==> config.mk <==
export PLATFORM = sky130hd
export DESIGN_NAME = dcache_miss_requester
export DESIGN_NICKNAME = d
export VERILOG_FILES = /design/src/rtl/dcache_miss_requester.sv
export SDC_FILE = /design/constraint.sdc
export NUM_CORES = 2
export LEC_CHECK = 0
export ABC_AREA = 1
export BUFFER_PORTS_ARGS = -buffer_cell sky130_fd_sc_hd__buf_2
export CAP_MARGIN = 20
export CELL_PAD_IN_SITES_DETAIL_PLACEMENT = 1
export CELL_PAD_IN_SITES_GLOBAL_PLACEMENT = 2
export CORE_MARGIN = 2
export CORE_UTILIZATION = 25
export CTS_BUF_LIST = sky130_fd_sc_hd__clkbuf_8
export CTS_CLUSTER_SIZE = 25
export DETAILED_ROUTE_END_ITERATION = 10
export PLACE_DENSITY_LB_ADDON = 0.1
export SETUP_SLACK_MARGIN = 0.1
export SYNTH_ARGS = -nofsm -noshare
export SYNTH_HDL_FRONTEND = slang
export SYNTH_SLANG_ARGS = --single-unit
==> constraint.sdc <==
create_clock -name clock -period 2.35 [get_ports clock]
set_input_delay 0 -clock clock [delete_from_list [all_inputs] [get_ports clock]]
set_output_delay 0 -clock clock [all_outputs]
set_load 0.005 [all_outputs]
==> src/rtl/dcache_miss_requester.sv <==
// dcache_miss_requester: turns a DCache miss into flush/read/upgrade memory ops
// and assembles the 8-word RD return stream into a 256-bit fill line.
module dcache_miss_requester #(
  parameter logic [3:0] CORE_ID      = 4'd1,
  parameter bit         ERR_ON_STRAY = 1'b1
) (
  input  logic         clock,
  input  logic         reset,
  input  logic         missValid,
  output logic         missReady,
  input  logic [27:0]  missAddr,
  input  logic         missExcl,
  input  logic         missUpgrade,
  input  logic         victimValid,
  input  logic [27:0]  victimAddr,
  input  logic [255:0] victimData,
  output logic         wrMemOp,
  input  logic         memOpQfull,
  output logic [3:0]   memOpDestOut,
  output logic [31:0]  memOpDataOut,
  output logic         wrWriteData,
  input  logic         writeDataQfull,
  output logic [127:0] writeDataOut,
  input  logic [31:0]  RDreturn,
  input  logic [3:0]   RDdest,
  input  logic         grantValid,
  input  logic [27:0]  grantAddr,
  output logic         fillValid,
  output logic [255:0] fillData,
  output logic [27:0]  fillAddr,
  output logic         protoErr
);

  typedef enum logic [2:0] {
    S_IDLE,
    S_FLUSH_OP,
    S_FLUSH_D1,
    S_REQ_OP,
    S_WAIT_DATA,
    S_WAIT_GRANT,
    S_FILL
  } state_e;

  state_e         state_q, state_d;
  logic [27:0]    addr_q, vaddr_q;
  logic           excl_q, upg_q;
  logic [255:0]   vdata_q, line_q;
  logic [2:0]     cnt_q;
  logic           err_q;

  logic accept, rd_hit, grant_hit, grant_bad, stray;

  assign accept    = missValid & (state_q == S_IDLE);
  assign rd_hit    = (RDdest == CORE_ID);
  assign grant_hit = grantValid & (grantAddr == addr_q);
  assign grant_bad = (state_q == S_WAIT_GRANT) & grantValid
                   & (grantAddr != addr_q);
  assign stray     = ERR_ON_STRAY & rd_hit & (state_q != S_WAIT_DATA);

  assign memOpDestOut = CORE_ID;
  assign protoErr     = err_q;

  always_ff @(posedge clock) begin
    if (reset) state_q <= S_IDLE;
    else       state_q <= state_d;
  end

  always_comb begin
    state_d = state_q;
    unique case (state_q)
      S_IDLE:
        if (missValid)
          state_d = victimValid ? S_FLUSH_OP : S_REQ_OP;
      S_FLUSH_OP:
        if (~memOpQfull & ~writeDataQfull) state_d = S_FLUSH_D1;
      S_FLUSH_D1:
        if (~writeDataQfull) state_d = S_REQ_OP;
      S_REQ_OP:
        if (~memOpQfull)
          state_d = upg_q ? S_WAIT_GRANT : S_WAIT_DATA;
      S_WAIT_DATA:
        if (rd_hit && cnt_q == 3'd7) state_d = S_FILL;
      S_WAIT_GRANT:
        if (grant_hit) state_d = S_FILL;
      S_FILL:
        state_d = S_IDLE;
      default:
        state_d = S_IDLE;
    endcase
  end

  // Reset masks every output so nothing is pushed in the reset cycle.
  always_comb begin
    missReady    = 1'b0;
    wrMemOp      = 1'b0;
    memOpDataOut = '0;
    wrWriteData  = 1'b0;
    writeDataOut = '0;
    fillValid    = 1'b0;
    fillData     = '0;
    fillAddr     = '0;
    if (!reset) begin
      unique case (state_q)
        S_IDLE: missReady = 1'b1;
        S_FLUSH_OP: begin
          wrMemOp      = ~memOpQfull & ~writeDataQfull;
          wrWriteData  = ~memOpQfull & ~writeDataQfull;
          memOpDataOut = {4'b0000, vaddr_q};
          writeDataOut = vdata_q[127:0];
        end
        S_FLUSH_D1: begin
          wrWriteData  = ~writeDataQfull;
          writeDataOut = vdata_q[255:128];
        end
        S_REQ_OP: begin
          wrMemOp      = ~memOpQfull;
          memOpDataOut = {1'b0, upg_q, excl_q | upg_q, 1'b1, addr_q};
        end
        S_FILL: begin
          fillValid = 1'b1;
          fillData  = upg_q ? '0 : line_q;
          fillAddr  = addr_q;
        end
        default: ;
      endcase
    end
  end

  always_ff @(posedge clock) begin
    if (reset) begin
      addr_q  <= '0;
      vaddr_q <= '0;
      excl_q  <= 1'b0;
      upg_q   <= 1'b0;
      vdata_q <= '0;
      line_q  <= '0;
      cnt_q   <= '0;
      err_q   <= 1'b0;
    end else begin
      if (accept) begin
        addr_q  <= missAddr;
        excl_q  <= missExcl;
        upg_q   <= missUpgrade;
        vaddr_q <= victimAddr;
        vdata_q <= victimData;
      end
      if (state_q == S_REQ_OP) cnt_q <= '0;
      if (state_q == S_WAIT_DATA && rd_hit) begin
        line_q[{cnt_q, 5'd0} +: 32] <= RDreturn;
        cnt_q                       <= cnt_q + 3'd1;
      end
      if (stray || grant_bad) err_q <= 1'b1;
    end
  end

endmodule

After elaboration in Yosys (flattened, before gate mapping)
Cells that the tools add are included.
{"block": "word_totals", "regBits": 577, "word_cells": 74}
{"block": "op_classes", "addsub": 2, "n_eq_ne": 17, "n_shift": 2, "n_mux": 29, "bitwise": 9, "reduce_logical": 6}
{"operator": "256-bit two-way mux", "count": 3}
{"operator": "256-bit bitwise mux", "count": 1}
{"operator": "128-bit case mux with 2 select lines", "count": 1}
{"operator": "32-bit by 10-bit variable shift with 256-bit output (first input constant)", "count": 1}
{"operator": "32-bit by 10-bit indexed part select with 256-bit output", "count": 1}
{"operator": "128-bit two-way mux", "count": 1}
{"operator": "31-bit case mux with 2 select lines", "count": 1}
{"operator": "28-bit two-way mux", "count": 2}
{"operator": "31-bit two-way mux", "count": 1}
{"operator": "28-bit equality test", "count": 1}
{"operator": "28-bit inequality test", "count": 1}
{"operator": "3-bit two-way mux", "count": 8}
{"operator": "3-bit case mux with 6 select lines", "count": 1}
{"operator": "3-bit equality test (second input constant)", "count": 4}
{"operator": "2-bit inequality test (second input constant)", "count": 6}
{"operator": "8-bit negator with 10-bit output", "count": 1}
{"operator": "1-bit two-way mux", "count": 7}
{"operator": "1-bit bitwise AND", "count": 6}
{"operator": "3-bit by 2-bit equality test with 1-bit output (second input constant)", "count": 2}
{"operator": "6-bit AND reduction", "count": 1}
{"operator": "4-bit by 1-bit equality test with 1-bit output (second input constant)", "count": 1}
{"operator": "1-bit case mux with 2 select lines", "count": 2}
{"operator": "3-bit by 1-bit adder with 3-bit output (second input constant)", "count": 1}
{"operator": "3-bit by 1-bit equality test with 1-bit output (second input constant)", "count": 1}
{"operator": "other kinds (8)", "count": 10}

Logic depth before layout (Yosys ltp)
{"block": "logic_depth", "ltp_word": 4, "depth_mapped": 13, "depth_no_buf": 13}

Worst setup path before layout
No wires, ideal clock.
{"block": "synth_timing", "kind": "reg2reg", "start": "reg cnt_q[0]", "end": "reg line_q[159]", "setup_ns": 0.119, "t_arrival_ns": 2.211, "t_required_ns": 2.231, "setup_slack_ns": 0.020, "path_stages_with_launch": 11, "path_buffers": 2, "period_less_slack_ns": 2.330, "path_cell_list": "dfxtp_1 > inv_2 > buf_1 > ha_1 > ha_1 > inv_2 > nor4_1 > nand2_1 > clkbuf_1 > o21ai_0 > a21oi_1"}
{"block": "synth_between", "elab_chain_cells": 3}
{"item": "start: declaration", "line": "48", "rtl": "logic [2:0] cnt_q;"}
{"item": "start signal: assignment", "line": "150", "rtl": "cnt_q <= cnt_q + 3'd1;"}
{"item": "8-bit negator with 10-bit output *", "line": "149", "rtl": "line_q[{cnt_q, 5'd0} +: 32] <= RDreturn;"}
{"item": "32-bit by 10-bit indexed part select with 256-bit output or 32-bit by 10-bit variable shift with 256-bit output (tied branches)", "line": "149"}
{"item": "256-bit bitwise mux *", "line": "149"}
{"item": "end signal: indexed assignment", "line": "149"}
{"item": "end: declaration", "line": "47", "rtl": "logic [255:0] vdata_q, line_q;"}
Every way passes the cells marked *; elsewhere a longest branch is shown, timed or not.
A chain may end at the register's enable or synchronous reset.

Final worst setup path
{"block": "layout_timing", "start": "reg state_q[0]", "end": "out fillData[232]"}
{"block": "layout_between", "elab_chain_cells": 3}
{"item": "start: declaration", "line": "44", "rtl": "state_e state_q, state_d;"}
{"item": "start signal: assignment", "line": "65", "rtl": "else state_q <= state_d;"}
{"item": "3-bit equality test", "line": "103", "rtl": "unique case (state_q)"}
{"item": "256-bit two-way mux", "line": "103"}
{"item": "256-bit two-way mux", "line": "102", "rtl": "if (!reset) begin"}
{"item": "end: declaration", "line": "29", "rtl": "output logic [255:0] fillData,"}
Every way passes these cells.

==> impl_results.md <==
- Register area: 11560 um^2
- Top Ports: 838
- GRT overflow: 0
- Fraction of layout cells with a size suffix above 1: 29.22%
- Number of global-route vias before repair: 30.68k
- Initial core utilization: 25.30%
- Core area: 100400 um^2
- Leakage: 17.20 nW
- Row count: 116
- Routed Antenna Nets: 0
- Clock Skew: 0.02905 ns
- Yosys top cell by area: dfxtp_1
- Port bufs: 832
- Avg Synthesized Cell Area: 6.958 um^2
- Final wirelength: 140.1 mm
- Die area: 104200 um^2
- Failing checks: setup timing
- Req. time, crit path: 2.35 ns
- Critical path buffers and inverters: 5
- Die height: 322.8 um
- Initial antenna violation count: 16
- Rel. slew slack: 31.15%
- Vias per inst: 4.699
- Die X: 322.8 um
- Pwr dens: 753.4 nW/um^2
- Reg-to-reg startpoint: state_q[0]$_SDFFE_PP0P_
- Highest clock rate: 425.5 MHz
- Final worst path period share: 100.0%
- Hold_ws: 0.07044 ns
- Crit path DAT: 2.35 ns
- Sink Count: 577
- Syn Inst Count: 3652
- Num CTS Buffers: 113
- Clk root buf: clkbuf_8
- Area grow syn2layout: 66.13%
- GRT Total Usage: 25.05%
- CTS tree: yes
- Largest net degree at the start of global routing: 137
- Final Cell Area: 42210 um^2
- Hold Crit Start: victimData[90]
- Worst Tran Pin Value: 1.033 ns
- Final WS setup: -0.0001625 ns
- Worst Setup SP: state_q[0]$_SDFFE_PP0P_
- Outcome: finished, violations left
- Worst-skew pair later-pin latency: 0.78 ns
- Initial DRC Count: 1536
- DRC: 0
- Worst path max stage delay: 0.37 ns
- Netlist cell types: 33
- Kind of cell adding the most delay to the critical path: buffers and inverters
- Ys Warns: 0
- CP Capture Type: output port
- Final setup viols: 1
- Crit-path most repeated cell: buf_12
- Register area share after synthesis: 45.46%
- Fin. max-slew vios: 0
- GPL Wtd Cong: 0.8031
- H-tree depth: 3
- Worst slack, placed: 0.1256 ns
- Post-DP HPWL: 90.80 mm
- Critical path, cell by cell: nor3_4 -> nand2_2 -> inv_8 -> buf_12 -> nand2_8 -> buf_12 -> buf_16 -> nor2_4 -> buf_6
- WL/cell: 21.81 um
- Final-stage net count: 5363
- Top cells by area, synth: dfxtp_1 45%, a21oi_1 13%, nand2_1 9.0%
- Vias: 30.19k
- #FFs+latches synth: 577
- Cell at the slowest stage of the critical path: dfxtp_4
- Multi-input gate area: 12730 um^2
- Share of the synthesized area in the top cell type: 45.46%
- Crit start category: register
- DRT Pass-1 Iters: 5
- # Max-Cap Violations: 0
- First-pass GRT wire length: 197.3 mm
- Final core occ: 42.03%
- DP Area: 31060 um^2
- CTS Buffer Depth: 3
- Final Critical Period: 2.350 ns
- RSZ-0062 raised after global routing: yes
- Total power: 0.03180 W
- Final hold violation count: 0
- Peak supply drop: 0.4176 mV
- Netlist Area Pre-Place: 25410 um^2
- Hold WC Path Type: input pin to register
- Clock transition at path regs: 0.06 ns
- Layout fillers: 12.39k
- Crit path kind: register to output port
- Critical Path Fanout Max: 6
[worst paths after layout]
kind,endpoint,slack [ns],cells after the start
min,vdata_q[90]$_SDFFE_PP0P_,0.07,4
min reg2reg,line_q[251]$_SDFFE_PP0P_,0.45,2
max reg2reg,vaddr_q[22]$_SDFFE_PP0P_,0.12,8
max,fillData[232],-0.0002,9
[cell usage after synthesis]
| master | number |
|---|---|
| nand4_1 | 3 |
| buf_4 | 14 |
| nor4_1 | 2 |
| nand3_1 | 298 |
| nor2_2 | 1 |
| conb_1 | 2 |
| nand2_1 | 609 |
| a21oi_1 | 654 |
| clkbuf_1 | 205 |
| ha_1 | 6 |
| nand4_2 | 4 |
| nand3b_1 | 1 |
| nand2_4 | 1 |
| inv_1 | 346 |
| nand4_4 | 2 |
| dfxtp_1 | 577 |
| nor3_4 | 1 |
| o21ai_1 | 28 |
| nor3_1 | 54 |
| o221ai_1 | 1 |
| clkinv_8 | 1 |
| nand2_2 | 1 |
| o21ai_0 | 208 |
| buf_6 | 2 |
| buf_2 | 85 |
| o21a_1 | 1 |
| nor2_4 | 1 |
| inv_2 | 11 |
| nor2_1 | 425 |
| xnor2_1 | 19 |
| a22oi_1 | 28 |
| buf_1 | 9 |
| a211oi_1 | 52 |
[stage by stage]
stage / cells / setup TNS [ns]
floorplan: 3655 / 0
CTS: 6367 / -9.516
finish: 6425 / -0.0001625
detailed placement: 5608 / 0
global placement: 5608 / 0
global route: 6423 / -22.94
[tightest hold or removal path: stages]
cell and delay [ns]:
dlygate4sd3_1 0.55, buf_2 0.12, nand3_1 0.07, a21oi_1 0.06
[per-layer routing]
metal  global-route usage [%]  routed length (um)  vias to the layer above
met5                        0                  48                        -
met2                    42.34               66590                      828
met4                    8.930                5227                       10
met3                    5.845                8255                      230
li1                         -                   -                    14550
met1                    30.99               60020                    14570
[where the power goes]
part / internal [W] / switching, W / total, W
combinational: 0.00416 / 0.00585 / 0.0100
sequential: 0.0108 / 0.000672 / 0.0115
clock: 0.00558 / 0.00472 / 0.0103
[repair_timing]
item,in CTS,in global routing
hold endpoints to repair,540,0
hold buffers,519,0
endpoints found under the setup margin,420,546
pin swaps,21,51
gates cloned,20,31
resized for setup,156,422
buffers inserted,23,14
[cell families (layout without fill, tap and decap cells)]
group / after synthesis / count (layout) / share of synthesized area [%]
xor+xnor: 19 / 19 / 0.6549
buf+inv: 673 / 2070 / 10.68
fa+ha+maj: 6 / 6 / 0.2954
simple gates: 1403 / 1405 / 22.93
compound gates: 972 / 972 / 19.96
flops: 577 / 577 / 45.46
other cells: 2 / 19 / 0.02956
[layout by cell type, fill, tap and decap left out, types with 4 or more instances in the layout]
master and instances:
o21ai_1 28, buf_16 26, clkinvlp_4 4, diode_2 14, buf_12 47, a211oi_1 52, buf_6 48, a21oi_2 74
inv_1 382, a21oi_1 579, ha_1 5, nand2_2 40, xnor2_1 19, buf_4 76, nand3_1 298, clkbuf_16 25
a22oi_1 25, inv_2 9, nand2_8 5, nor3_1 52, conb_1 5, nand2_4 26, buf_8 5, clkbuf_8 145
dfxtp_1 574, nand2_1 542, nor2_2 45, nor2_4 101, o21ai_0 208, buf_2 768, dlygate4sd3_1 519, nor2_1 281
[flip-flops by register name (all words and copies together), names as in the netlist]
register,count
addr_q,28
cnt_q,3
excl_q,1
line_q,256
protoErr,1
state_q,3
upg_q,1
vaddr_q,28
vdata_q,256
[layout make-up]
class,instances,area share (%)
multi-input cells,2407,30.16
well taps,1357,4.022
diodes,14,0.08299
clock buffers,145,4.728
inverters,358,3.326
flip-flops and latches,577,27.39
repair buffers,1515,29.71
clock inverters,52,0.5928
Power figures use the tool's default switching activity.
